$ cat src/rtl/vote_tally.sv
// Tally for a panel of students plus two extra voters (t, p): collect one vote
// per voter per session, then latch majority(student majority, t, p) as G.
module vote_tally #(
   parameter int N_STUDENTS = 3,
   parameter int ID_W       = 3,
   parameter int CNT_W      = 3
) (
   input  logic             clk,
   input  logic             rst,
   input  logic             start,
   input  logic             close,
   input  logic             vote_valid,
   input  logic [ID_W-1:0]  voter_id,
   input  logic             vote_val,
   output logic             busy,
   output logic             done,
   output logic             G,
   output logic [CNT_W-1:0] student_yes,
   output logic             rej
);

   localparam int N_VOTERS = N_STUDENTS + 2;
   localparam int PAD_W    = 2 ** ID_W;

   typedef enum logic [1:0] {S_IDLE, S_COLLECT, S_DONE} state_t;

   state_t              r_state;
   logic [N_VOTERS-1:0] r_voted;
   logic [CNT_W-1:0]    r_syes;
   logic                r_t_yes;
   logic                r_p_yes;
   logic                r_g;
   logic                r_rej;

   logic                w_busy;
   logic                w_in_range;
   logic                w_is_student;
   logic                w_is_t;
   logic                w_is_p;
   logic [PAD_W-1:0]    w_voted_pad;
   logic                w_dup;
   logic                w_accept;
   logic                w_reject;
   logic [N_VOTERS-1:0] w_voted_next;
   logic [CNT_W-1:0]    w_syes_next;
   logic                w_t_next;
   logic                w_p_next;
   logic                w_sx;
   logic                w_finish;

   function automatic logic majority3(input logic a, input logic b, input logic c);
      return (a & b) | (a & c) | (b & c);
   endfunction

   assign w_busy       = (r_state == S_COLLECT);
   assign w_in_range   = ({1'b0, voter_id} < (ID_W + 1)'(N_VOTERS));
   assign w_is_student = ({1'b0, voter_id} < (ID_W + 1)'(N_STUDENTS));
   assign w_is_t       = (voter_id == ID_W'(N_STUDENTS));
   assign w_is_p       = (voter_id == ID_W'(N_STUDENTS + 1));

   // Zero-extend the flags so any voter_id indexes safely; out-of-range ids read 0.
   assign w_voted_pad  = PAD_W'(r_voted);
   assign w_dup        = w_voted_pad[voter_id];

   // A start in COLLECT restarts the session and swallows a coincident vote silently.
   assign w_accept     = w_busy & vote_valid & w_in_range & ~w_dup & ~start;
   assign w_reject     = vote_valid & ~(w_busy & start) & (~w_busy | ~w_in_range | w_dup);

   assign w_voted_next = r_voted | (w_accept ? (N_VOTERS'(1) << voter_id) : '0);
   assign w_syes_next  = r_syes + CNT_W'(w_accept & vote_val & w_is_student);
   assign w_t_next     = r_t_yes | (w_accept & vote_val & w_is_t);
   assign w_p_next     = r_p_yes | (w_accept & vote_val & w_is_p);
   assign w_sx         = ({w_syes_next, 1'b0} > (CNT_W + 1)'(N_STUDENTS));
   assign w_finish     = w_busy & ~start & (close | (&w_voted_next));

   always_ff @(posedge clk or posedge rst) begin
      if (rst) begin
         r_state <= S_IDLE;
         r_voted <= '0;
         r_syes  <= '0;
         r_t_yes <= 1'b0;
         r_p_yes <= 1'b0;
         r_g     <= 1'b0;
         r_rej   <= 1'b0;
      end else begin
         r_rej <= w_reject;
         if (start) begin
            r_state <= S_COLLECT;
            r_voted <= '0;
            r_syes  <= '0;
            r_t_yes <= 1'b0;
            r_p_yes <= 1'b0;
            r_g     <= 1'b0;
         end else if (r_state == S_COLLECT) begin
            r_voted <= w_voted_next;
            r_syes  <= w_syes_next;
            r_t_yes <= w_t_next;
            r_p_yes <= w_p_next;
            // Result uses the counts including a vote accepted this same cycle.
            if (w_finish) begin
               r_state <= S_DONE;
               r_g     <= majority3(w_sx, w_t_next, w_p_next);
            end
         end
      end
   end

   assign busy        = w_busy;
   assign done        = (r_state == S_DONE);
   assign G           = r_g;
   assign student_yes = r_syes;
   assign rej         = r_rej;

endmodule

$ cat config.mk
export PLATFORM = sky130hd
export DESIGN_NAME = vote_tally
export DESIGN_NICKNAME = d
export VERILOG_FILES = /design/src/rtl/vote_tally.sv
export SDC_FILE = /design/constraint.sdc
export NUM_CORES = 1
export LEC_CHECK = 0
export BUFFER_PORTS_ARGS = -buffer_cell sky130_fd_sc_hd__buf_2
export CAP_MARGIN = 20
export CELL_PAD_IN_SITES_DETAIL_PLACEMENT = 1
export CELL_PAD_IN_SITES_GLOBAL_PLACEMENT = 2
export CORE_ASPECT_RATIO = 1.4
export CORE_UTILIZATION = 35
export CTS_CLUSTER_SIZE = 10
export DETAILED_ROUTE_END_ITERATION = 10
export PLACE_DENSITY = 0.77
export SYNTH_ARGS = -nofsm -noshare
export SYNTH_HDL_FRONTEND = slang
export SYNTH_SLANG_ARGS = --single-unit
export TNS_END_PERCENT = 10
$ cat constraint.sdc
create_clock -name clk -period 3.6 [get_ports clk]
set_clock_uncertainty 0.2 [all_clocks]
set_input_delay 0.54 -clock clk [delete_from_list [all_inputs] [get_ports clk]]
set_output_delay 0.54 -clock clk [all_outputs]
set_load 0.02 [all_outputs]
Word-level counts from Yosys, hierarchy flattened
Index checks and enable logic that the tools add are counted.
W data, S select, Z words.
{"block": "word_totals", "register_bits": 14, "inputBits": 9}
{"block": "op_classes", "addsub": 1, "n_lt_le_gt_ge": 4, "n_eq_ne": 4, "n_shift": 1, "mux": 17, "bitwise_logic": 30, "n_reduce_logical": 4}
{"operator": "$and A1 B1 Y1", "n": 17}
{"operator": "$mux W5", "n": 3}
{"operator": "$mux W1", "n": 8}
{"operator": "$or A1 B1 Y1", "n": 7}
{"operator": "$mux W2", "n": 3}
{"operator": "$mux W3", "n": 2}
{"operator": "$not A1 Y1", "n": 5}
{"operator": "$or A5 B5 Y5", "n": 1}
{"operator": "$reduce_and A5 Y1", "n": 1}
{"operator": "$shl A1 B3 Y5 const A", "n": 1}
{"operator": "$gt A4 B2 Y1 const B", "n": 1}
{"operator": "$lt A3 B4 Y1 const B", "n": 1}
{"operator": "$reduce_bool A2 Y1", "n": 2}
{"operator": "$add A3 B1 Y3", "n": 1}
{"operator": "$bmux W1 S3", "n": 1}
{"operator": "$eq A3 B2 Y1 const B", "n": 1}
{"operator": "$eq A3 B3 Y1 const B", "n": 1}
{"operator": "$lt A3 B2 Y1 const B", "n": 1}
{"operator": "$lt A3 B3 Y1 const B", "n": 1}
{"operator": "$eq A2 B1 Y1 const B", "n": 1}
{"operator": "$eq A2 B2 Y1 const B", "n": 1}
{"operator": "$reduce_and A2 Y1", "n": 1}

Longest topological paths before layout
{"block": "depth", "depth_word": 15, "mapped_depth": 10}

Least setup slack after synthesis
Ideal clock, no wire load.
{"block": "synth_timing", "path_type": "input port to flip-flop", "startpoint": "in voter_id[0]", "endpoint": "reg r_g, in the netlist G", "setup_time_ns": 0.074, "arrival_time_ns": 2.252, "required_time_ns": 3.326, "setup_slack_ns": 1.074, "cell_stages": 9, "path_buffers": 1, "cell_sequence": "buf_6 > mux4_2 > nor3_1 > ha_1 > ha_1 > xor2_1 > nor2_1 > maj3_2 > o21ai_2"}
{"block": "synth_via", "elab_chain_len": 15, "word_cells_on_any_way": 35, "classes_between": "add/sub: 1; order compare: 3; eq/ne: 2; shift: 1; mux: 6; bitwise: 19; reduce/logical: 3"}
{"item": "from (decl)", "line_no": "13", "text": "input logic [ID_W-1:0] voter_id,"}
{"item": "$bmux W1 S3", "line_no": "63", "text": "assign w_dup = w_voted_pad[voter_id];"}
{"item": "$mux W1 (implied by the code)", "line_no": "63"}
{"item": "$not A1 Y1", "line_no": "66", "text": "assign w_accept = w_busy & vote_valid & w_in_range & ~w_dup & ~start;"}
{"item": "$and A1 B1 Y1 (2 in series)", "line_no": "66"}
{"item": "$and A1 B1 Y1", "line_no": "70, 71, 72"}
{"item": "$and A1 B1 Y1", "line_no": "70", "text": "assign w_syes_next = r_syes + CNT_W'(w_accept & vote_val & w_is_student);"}
{"item": "$add A3 B1 Y3", "line_no": "70"}
{"item": "$gt A4 B2 Y1", "line_no": "73", "text": "assign w_sx = ({w_syes_next, 1'b0} > (CNT_W + 1)'(N_STUDENTS));"}
{"item": "$and A1 B1 Y1", "line_no": "52", "text": "return (a & b) | (a & c) | (b & c);"}
{"item": "$or A1 B1 Y1 (2 in series)", "line_no": "52"}
{"item": "$mux W1", "line_no": "100", "text": "if (w_finish) begin"}
{"item": "$mux W1", "line_no": "94", "text": "end else if (r_state == S_COLLECT) begin"}
{"item": "$mux W1", "line_no": "87", "text": "if (start) begin"}
{"item": "to (signal assigned)", "line_no": "102", "text": "r_g <= majority3(w_sx, w_t_next, w_p_next);"}
{"item": "to (decl)", "line_no": "32", "text": "logic r_g;"}
Parallel ways exist; a longest one is shown, timed or not. The select of a mux whose other input is x is not followed.
A chain may end at the register's enable or synchronous reset.

Final worst setup path
Same ends and word-level chain as after synthesis.

==> impl_metrics.ini <==
[critical_path]
cp-end-kind = register
required_ns = 3.62
crit_path_max_fanout = 10
rrSetupSlack_ns = 1.16
crit_type = primary input to register
critPathLaunchType = primary input
worstReg2RegStart = r_voted[2]
arrival_ns = 2.51
reg2reg_depth = 8
reg2reg_to = G

[final_layout]
fin_util_pct = 42.4
final_common_cell = buf_2
area_delta_synth_final_pct = 12.7
nFillCells = 271
layout-drive-gt1-share_pct = 31.3
final_nets = 108
diodes = 0
final_cell_mix = 15 x buf_2, 14 x dfrtp_1, 13 x nor2_1

[timing]
whs_ns = 0.0884
period_needed_ns = 2.49
finalSetupTns_ns = 0
worst_slew_pin_slew_ns = 0.550
slew_violations = 0
slew_headroom_pct = 63.3
finalWorstSetupSlack_ns = 1.11
rsz0062_at_grt = no
hold_violations = 0
finalSetupViolations = 0
fmax_mhz = 401
finalCritPeriodShare_pct = 69.3

[clock_network]
cts_made_buffers = 3
cts_buffer_depth = 2
post-cts-setup-buffers = 0
clockRootBuffer = clkbuf_4
clock_latency_ns = 0.28
cts_tree = yes
cts.reportedPaths.clkPinSlew_ns = 0.09
post_cts_resized = 0
h-tree-depth = 1
cts_hold_buf = 0
cts.sinks = 14

[logic_synthesis]
ys_types = 38
ys_ff_latch = 14
synth_fa_ha_area_share_pct = 4.37
syn_area_per_cell_um2 = 10.2
syn_nets = 92
synth-simple-area-share_pct = 22.8
synth_top_family_by_area = simple AND/OR/NAND/NOR gates
syn_area_um2 = 830
synth_compound_area_share_pct = 17.9
synth_xor_xnor_area_share_pct = 2.11
synth_warnings = 0
synth.area.mux_share_pct = 5.13
syn_inst = 81
seq_area_frac_synth_pct = 42.2

[detailed_routing]
via_per_inst = 5.75
ant_nets = 0
dr.pass1.iters = 4
post_drt_wl_per_cell_um = 15.2
drtIter0Drc = 16
drt-total-wl_um = 1790
drc = 0
num_vias = 678

[power]
p_sw_share_pct = 26.3
seqPwrFrac_pct = 50.7
power.total_w = 0.000326
p_int_w = 0.000240
leakagePower_nw = 0.471
combPwrFrac_pct = 14.0
pwr-share-clk_pct = 35.3
p_sw_w = 0.0000858
peakVddDrop_uv = 160
pwr_density_cell_nw_per_um2 = 349

[global_route]
grt_pass1_vias = 693
grt_pass1_wl_um = 3110
overflow = 0
antenna_found_initial = 0
grt_start_max_net_pins = 18
grtUsageTotal_pct = 16.5

[placement]
portBuffers = 15
pre_cts_slack_ns = 0.766
gp_congestion = 0.712
dp_hpwl_um = 1330

[flow_run]
maxCapViolCount = 0

[floorplanning]
fp-row-count = 20
io-pin-count = 16
fp.dieW_um = 43.1
core_um2 = 2200
die_height_um = 59.6
die_area_um2 = 2570
start_util_pct = 37.7

[outcome]
status = completed

[hold_path]
holdCritPathClass = primary input to async pin
-- cells by family (layout without fill, tap and decap cells) --
group           Yosys count  count (layout)
buf+inv                   7              22
compound gates           20              20
fa+ha+maj                 3               3
mux                       3               3
simple gates             32              32
xor+xnor                  2               2
flops                    14              14
-- power by group through the flow --
| stage | logic [W] | registers, W | clock network, W |
|---|---|---|---|
| 3_5_place_dp | 0.0000465 | 0.000169 | 0 |
| 2_1_floorplan | 0.0000335 | 0.000169 | 0 |
| 4_1_cts | 0.0000468 | 0.000165 | 0.000119 |
| 5_1_grt | 0.0000500 | 0.000166 | 0.000127 |
| 6_report | 0.0000456 | 0.000165 | 0.000115 |
| 3_3_place_gp | 0.0000456 | 0.000168 | 0 |
-- final cells by class --
| class | instances | area [µm²] | area share, % |
|---|---|---|---|
| multi-input cells | 60 | 434 | 46.5 |
| flip-flops and latches | 14 | 350 | 37.5 |
| repair buffers | 15 | 75.1 | 8.03 |
| clock buffers | 4 | 36.3 | 3.88 |
| well taps | 22 | 27.5 | 2.95 |
| inverters | 3 | 11.3 | 1.20 |
-- Yosys cell counts (all sizes together) --
master,instances,area [µm²]
xor2,2,17.5
a21oi,5,28.8
and4bb,1,12.5
a21boi,1,7.51
mux4,1,22.5
a21o,1,7.51
nand3b,1,7.51
a311o,1,11.3
nand4,1,6.26
nor2b,2,20.0
o21ba,1,10.0
and3b,2,17.5
and2b,2,18.8
nand4b,1,8.76
inv,3,11.3
mux2i,2,20.0
a31oi,6,37.5
nand3,1,5.00
clkbuf,1,3.75
nor2,13,48.8
o211ai,2,20.0
maj3,1,11.3
nand2b,1,6.26
a22oi,1,12.5
nor3b,1,7.51
o21ai,2,13.8
dfrtp,14,350
and4,1,8.76
buf,3,30.0
ha,2,25.0
nor3,2,10.0
nand2,3,11.3
-- metal layers --
layer / global-route usage [%] / wire, µm
met2: 27.9 / 923
met5: 0 / 0
met4: 9.09 / 20
met1: 19.3 / 792
met3: 3.05 / 58
-- metrics by stage --
step	instance area (µm²)	std cells
2_1_floorplan	830	81
3_3_place_gp	898	114
3_5_place_dp	898	114
4_1_cts	935	118
5_1_grt	935	118
6_report	935	118
-- registers in the layout, summed over array words and instances, names as in the netlist --
name,flops
r_p_yes,1
rej,1
student_yes,3
r_t_yes,1
G,1
r_state,2
r_voted,5
-- critical path, stage by stage --
cell and delay [ns]:
buf_2 0.19, mux4_2 0.54, nor3_1 0.22, ha_1 0.18, ha_1 0.17, xor2_1 0.16
nor2_1 0.07, maj3_2 0.32, o21ai_2 0.13
-- worst max path at each step --
stage           startpoint  endpoint  depth (start not counted)
3_5_place_dp   voter_id[0]         G                          9
6_report       voter_id[0]         G                          9
2_1_floorplan  voter_id[0]         G                          9
4_1_cts        voter_id[0]         G                          9
5_1_grt        voter_id[0]         G                          9
3_3_place_gp   voter_id[0]         G                          9
Note: power is estimated with default switching activity, not from simulation.
